## src/rtl/pc_gen.sv

```systemverilog
`default_nettype none
// +--------------------------------------------------------------------------+
// | pc_gen : fetch-stage next-PC select (redirects > RAS pop > stall > +4).   |
// | Optional return-address stack enabled by defining PC_RAS_EN.              |
// | Revision: 1.0                                                             |
// +--------------------------------------------------------------------------+
module pc_gen #(
  parameter int              XLEN      = 32,
  parameter logic [XLEN-1:0] RESET_VEC = '0,
  parameter int              NREDIR    = 2,
  parameter int              RAS_DEPTH = 4
) (
  input  logic                   iClk,
  input  logic                   iRstN,
  input  logic                   iStall,
  input  logic [NREDIR-1:0]      iRedirValid,
  input  logic [NREDIR*XLEN-1:0] iRedirTarget,
  input  logic                   iRasPush,
  input  logic [XLEN-1:0]        iRasPushAddr,
  input  logic                   iRasPop,
  output logic [XLEN-1:0]        oPC,
  output logic                   oMisalign,
  output logic                   oRasEmpty
);

  logic            w_redir_hit;
  logic [XLEN-1:0] w_redir_tgt;
  logic            w_ras_take;
  logic [XLEN-1:0] w_ras_tgt;
  logic [XLEN-1:0] w_raw_tgt;
  logic [XLEN-1:0] w_pc_nxt;
  logic            w_mis_nxt;
  logic [XLEN-1:0] r_pc;
  logic            r_mis;

  // Scan from the highest index down so the lowest asserted channel wins.
  always_comb begin
    w_redir_hit = 1'b0;
    w_redir_tgt = '0;
    for (int k = NREDIR - 1; k >= 0; k--) begin
      if (iRedirValid[k]) begin
        w_redir_hit = 1'b1;
        w_redir_tgt = iRedirTarget[k*XLEN +: XLEN];
      end
    end
  end

`ifdef PC_RAS_EN
  localparam int              c_PTR_W = $clog2(RAS_DEPTH);
  localparam int              c_CNT_W = $clog2(RAS_DEPTH + 1);
  localparam logic [c_CNT_W-1:0] c_FULL = c_CNT_W'(RAS_DEPTH);

  logic [XLEN-1:0]    r_ras [RAS_DEPTH];
  logic [c_PTR_W-1:0] r_top;
  logic [c_CNT_W-1:0] r_count;
  logic               w_push;
  logic               w_pop;
  logic [c_PTR_W-1:0] w_top_inc;

  assign w_push     = iRasPush & ~iStall;
  assign w_pop      = iRasPop & ~iStall & (r_count != '0);
  assign w_top_inc  = r_top + c_PTR_W'(1);
  assign w_ras_take = w_pop;
  assign w_ras_tgt  = r_ras[r_top];
  assign oRasEmpty  = (r_count == '0);

  // Push+pop together replaces the top in place, so pointers stay put.
  always_ff @(posedge iClk or negedge iRstN) begin
    if (!iRstN) begin
      r_top   <= '0;
      r_count <= '0;
    end else if (w_push && !w_pop) begin
      r_top <= w_top_inc;
      if (r_count != c_FULL) r_count <= r_count + c_CNT_W'(1);
    end else if (w_pop && !w_push) begin
      r_top   <= r_top - c_PTR_W'(1);
      r_count <= r_count - c_CNT_W'(1);
    end
  end

  always_ff @(posedge iClk) begin
    if (w_push) r_ras[w_pop ? r_top : w_top_inc] <= iRasPushAddr;
  end
`else
  logic w_unused_ras;

  assign w_unused_ras = (^{iRasPush, iRasPop, iRasPushAddr}) ^ (RAS_DEPTH == 0);
  assign w_ras_take   = 1'b0;
  assign w_ras_tgt    = '0;
  assign oRasEmpty    = 1'b1;
`endif

  always_comb begin
    w_raw_tgt = w_redir_hit ? w_redir_tgt : w_ras_tgt;
    w_mis_nxt = 1'b0;
    if (w_redir_hit || w_ras_take) begin
      w_pc_nxt  = {w_raw_tgt[XLEN-1:2], 2'b00};
      w_mis_nxt = |w_raw_tgt[1:0];
    end else if (iStall) begin
      w_pc_nxt = r_pc;
    end else begin
      w_pc_nxt = r_pc + XLEN'(4);
    end
  end

  always_ff @(posedge iClk or negedge iRstN) begin
    if (!iRstN) begin
      r_pc  <= RESET_VEC;
      r_mis <= 1'b0;
    end else begin
      r_pc  <= w_pc_nxt;
      r_mis <= w_mis_nxt;
    end
  end

  assign oPC       = r_pc;
  assign oMisalign = r_mis;

endmodule
`default_nettype wire
```

## config.mk

```make
export PLATFORM = sky130hd
export DESIGN_NAME = pc_gen
export DESIGN_NICKNAME = d
export VERILOG_FILES = /design/src/rtl/pc_gen.sv
export SDC_FILE = /design/constraint.sdc
export NUM_CORES = 1
export LEC_CHECK = 0
export ABC_AREA = 1
export CORE_ASPECT_RATIO = 1.5
export CORE_MARGIN = 2
export CORE_UTILIZATION = 36
export CTS_BUF_LIST = sky130_fd_sc_hd__clkbuf_8 sky130_fd_sc_hd__clkbuf_16
export CTS_CLUSTER_SIZE = 16
export DETAILED_ROUTE_END_ITERATION = 8
export GPL_ROUTABILITY_DRIVEN = 0
export PLACE_DENSITY = 0.78
export SETUP_SLACK_MARGIN = 0.1
export SYNTH_ARGS = -nofsm -noshare
export SYNTH_HDL_FRONTEND = slang
export SYNTH_SLANG_ARGS = --single-unit
```

## constraint.sdc

```tcl
create_clock -name iClk -period 1.39 [get_ports iClk]
set_input_delay 0.2085 -clock iClk [delete_from_list [all_inputs] [get_ports iClk]]
set_output_delay 0.2085 -clock iClk [all_outputs]
set_load 0.01 [all_outputs]
```

# After elaboration in Yosys (flattened, before gate mapping)
# Cells that the tools add are included.
[totals]
output_inout_bits = 34
word_cells = 13
register_bits = 33
[classes]
mux = 8
add_sub_neg = 1
eq_ne = 1
n_reduce_logical = 1
[ops]
columns = ["operator", "count"]
rows = [
  ["$mux W32", 5],
  ["$add A32 B3 Y32 const B", 1],
  ["$mux W1", 3],
  ["$ne A2 B1 Y1 const B", 1],
  ["$reduce_or A2 Y1", 1],
]

# Depth between registers and ports, before layout
[depth]
depth_word = 5
depth_mapped = 10

# Worst setup path before layout
# Ideal clock, no wire load.
[synth_timing]
kind = "register -> register"
from = "reg r_pc[3], in the netlist oPC[3]"
to = "reg r_pc[18], in the netlist oPC[18]"
path_stages_with_launch = 11
arrival_ns = 1.330
setup_ns = 0.113
synth_period_minus_slack_ns = 1.443
path_slack_ns = -0.053
path_buffers = 0
path_cell_list = "dfrtp_1 -> ha_1 -> nand2_1 -> nor2_2 -> nand2_2 -> nor2_2 -> inv_1 -> nor2_1 -> o21ai_0 -> nand2_1 -> inv_1"
[synth_via]
elab_chain_cells = 3
[synth_rtl]
columns = ["item", "line_no", "text"]
rows = [
  ["start: declaration", "33", "logic [XLEN-1:0] r_pc;"],
  ["start signal: assignment", "111", "r_pc <= w_pc_nxt;"],
  ["$add A32 B3 Y32", "102", "w_pc_nxt = r_pc + XLEN'(4);"],
  ["$mux W32", "99", "end else if (iStall) begin"],
  ["$mux W32", "96", "if (w_redir_hit || w_ras_take) begin"],
]
# Every way passes these cells. The select of a mux whose other input is x is not followed.
# A chain may end at the register's enable or synchronous reset.

# Worst setup path in the final report
[layout_timing]
from = "reg r_pc[3], in the netlist oPC[3]"
to = "reg r_pc[21], in the netlist oPC[21]"
# Same word-level chain as after synthesis.

==> impl_summary.md <==
Finish
The diode insertion count for antenna repair is 0. The library cell used most frequently in the layout, excluding fill and tap cells, is nand2_1. Across the whole layout, storage elements account for 788 µm². The number of nets in the layout is 666.

The number of filler cells placed in the layout is 462. The post-layout instance count excluding filler cells is 641. The post-synthesis to final-layout area growth is 91.4%. The top cell types in the final layout, fill and taps aside, are nand2_1 (92), buf_4 (80), clkdlybuf4s50_1 (66).

The area of combinational cells with multiple inputs is 1900 µm². In the final layout, the share of cells above drive strength 1 is 42.8%.

Global routing
The number of antenna violations at the first check in global routing came to 0. The total global routing overflow is 0. The via count of the first global-routing pass is 3729. The maximum number of pins on one net before global-route repair is 32. The total routing usage reported by global routing is 28.8%. The first global-routing pass estimated 17.1 mm of wire.

Timing
Setup repair after global routing could not meet its margin everywhere. The final critical-path required period is 1.71 ns. The final critical-path share of the clock period is 123%.

Setup violations remaining at the end of the flow were counted as 25. Across all setup checks in the final design, the least slack found is -0.319 ns. The total negative setup slack is -3.79 ns. The max-slew violation total from the final report is 0. The largest clock skew in the final design is 0.00705 ns. Static timing analysis puts the maximum clock frequency at 585 MHz. The final hold violation count was 0.

Clock tree
After clock tree synthesis, the clock-pin slew on the worst setup and hold paths is 0.07 ns. The tree built by TritonCTS fans out to 31 sinks. The TritonCTS clock tree is yes. The number of buffers on the longest clock path is 2. The maximum level of the CTS H-tree is 2. The clock latency on the worst-skew pair is 0.30 ns. The clock root buffer master is clkbuf_8.

TritonCTS created 5 clock buffers.

Critical path
The biggest cell delay along the critical path is 0.42 ns. For the worst setup path, the data arrival time is 1.94 ns. The critical path start-end classification is reg2reg. The maximum fanout count along the critical path is 5. The worst setup path is launched from a register.

The endpoint type of the worst setup path is a register. Walking the worst path, the cells encountered are buf_4 > nand2_2 > nor2_4 > nand2_4 > buf_4 > nor2_4 > nand3b_1 > nand3_1 > nand2_1 > nand2_1. The critical path contains buffers and inverters numbering 2 combined. In this run the register-to-register setup slack is -0.32 ns. The data required time of the worst path is 1.62 ns. The slowest stage of the critical path is the dfrtp_1 cell.

The family with the most delay on the worst path is simple AND/OR/NAND/NOR gates.

Route
The total length of routed wires is 11.9 mm. The detail route stage leaves a number of antenna-violating nets equal to 0. The remaining design rule violation count is 0.

The number of detailed-route iterations in the first pass is 5. The via-per-instance ratio is 5.74. The iteration-0 DRC count of the detailed router is 400. The final route contains 3680 vias. The routed length per placed instance is 18.5 µm.

Synth
The register bit total from synthesis is 31. A synthesized cell averages 6.73 µm². For this run, the leading register cell type out of synthesis is dfrtp_1.

After synthesis the cells add up to 2500 µm². Counting flops with an async set or reset pin after synthesis yields a share of 100%. The share of the synthesized area in the top cell type is 31.0%. The number of warnings printed during yosys synthesis is 0. The biggest area contributor in the post-synthesis netlist is dfrtp_1. By area the synthesized netlist is led by dfrtp_1 (31%), nand2_1 (18%), nor2_1 (8.4%). The post-synthesis cell count is 372. The share of the yosys chip area belonging to registers is 31.0%. Counting flops with a built-in enable in the synthesized netlist gives 0.

The number of distinct library cells after synthesis is 36.

Run
The reported max-cap violation count is 0.

Power and ir drop
The leakage power summed over all cells is 0.00210 µW. Dividing total power by cell area gives a power density of 753 nW/µm². IR analysis of the VDD net gives a maximum drop of 0.536 mV.

Placement
The number of placed cells counting well taps is 590. The quantity of I/O buffers inserted on ports is 99. The detailed placement HPWL is 6.99 mm.

Floorplanning
After floorplanning, the core was divided into 37 placement rows. For this configuration, the core starts out at a cell density of 36.8%. The full die area is 7650 µm². For this design the top-level I/O count stands at 137. The vertical extent of the die is 106 µm. The floorplan core area is 6810 µm². The die extent in x is 72.1 µm.

Run status
The final reports fail on setup timing. The flow ran to the end, but the final reports show violations.

Hold path
The tightest min-delay check is of the in2async type.
[cell usage after synthesis, drive strengths merged, types with 6 or more instances]
| cell type | instances |
|---|---|
| nor2 | 67 |
| o221a | 11 |
| nand2 | 124 |
| dfrtp | 31 |
| buf | 13 |
| nand3 | 23 |
| nor3 | 6 |
| inv | 23 |
| a21oi | 13 |
| o22ai | 9 |
| nand3b | 10 |
| o21ai | 11 |
| a22oi | 8 |
[metrics by stage]
stage | cell area (µm²) | utilization [%] | setup slack (ns) | hold WS (ns) | total power (µW)
after floorplan | 2510 | - | -0.0531 | -0.0871 | 1630
after global placement | 3990 | 58.6 | -0.384 | 0.504 | 2360
after detailed placement | 3990 | 58.6 | -0.441 | 0.531 | 2380
after CTS | 4610 | 67.8 | -0.0404 | 0.287 | 3440
after global routing | 4790 | 70.4 | -0.376 | 0.300 | 3780
final | 4790 | 70.4 | -0.319 | 0.283 | 3610
[logic make-up after synthesis]
family          after synthesis  synth area share, %
compound gates               66                 18.9
buf+inv                      39                 8.05
fa+ha+maj                     1                0.500
other cells                   2                0.300
flops                        31                 31.0
xor+xnor                      1                0.350
simple gates                232                 40.9
[sequential cells by signal (all words and copies together), names as in the netlist]
signal,cells
oMisalign,1
oPC,30
[what timing repair did]
action / CTS / global route
pin swaps: 31 / 30
setup endpoints to repair: 57 / 41
buffers inserted: 36 / 12
hold buffers: 0 / 0
gates resized for setup: 166 / 58
[area by class of cell]
type                    instances  share of cell area (%)
flip-flops and latches         31                    16.4
clock inverters                 1                  0.0783
inverters                      23                    2.14
clock buffers                   7                    2.01
multi-input cells             303                    39.7
well taps                      78                    2.04
repair buffers                198                    37.6
[routing by layer]
layer	up-vias	wire length, µm	GRT usage [%]
li1	1631	-	-
met1	1724	4100	30.3
met2	248	6050	51.4
met3	77	859	3.98
met4	0	862	19.3
met5	-	0	0
[path summary, 6_finish.rpt]
check | start | end | cells past startpoint
setup / recovery | oPC[3] | oPC[21] | 10
hold / removal | iRstN | oPC[20] | 2
setup reg to reg | oPC[3] | oPC[21] | 10
hold reg to reg | oPC[31] | oPC[31] | 2
max in group asynchronous | iRstN | oPC[16] | 2
min in group iClk | iRedirTarget[33] | oMisalign | 3
[power breakdown]
group / switching [µW] / internal, µW
Combinational: 809 / 858
Sequential: 112 / 1010
Clock: 378 / 445
Total: 1300 / 2310
(Power assumes the default switching activity.)
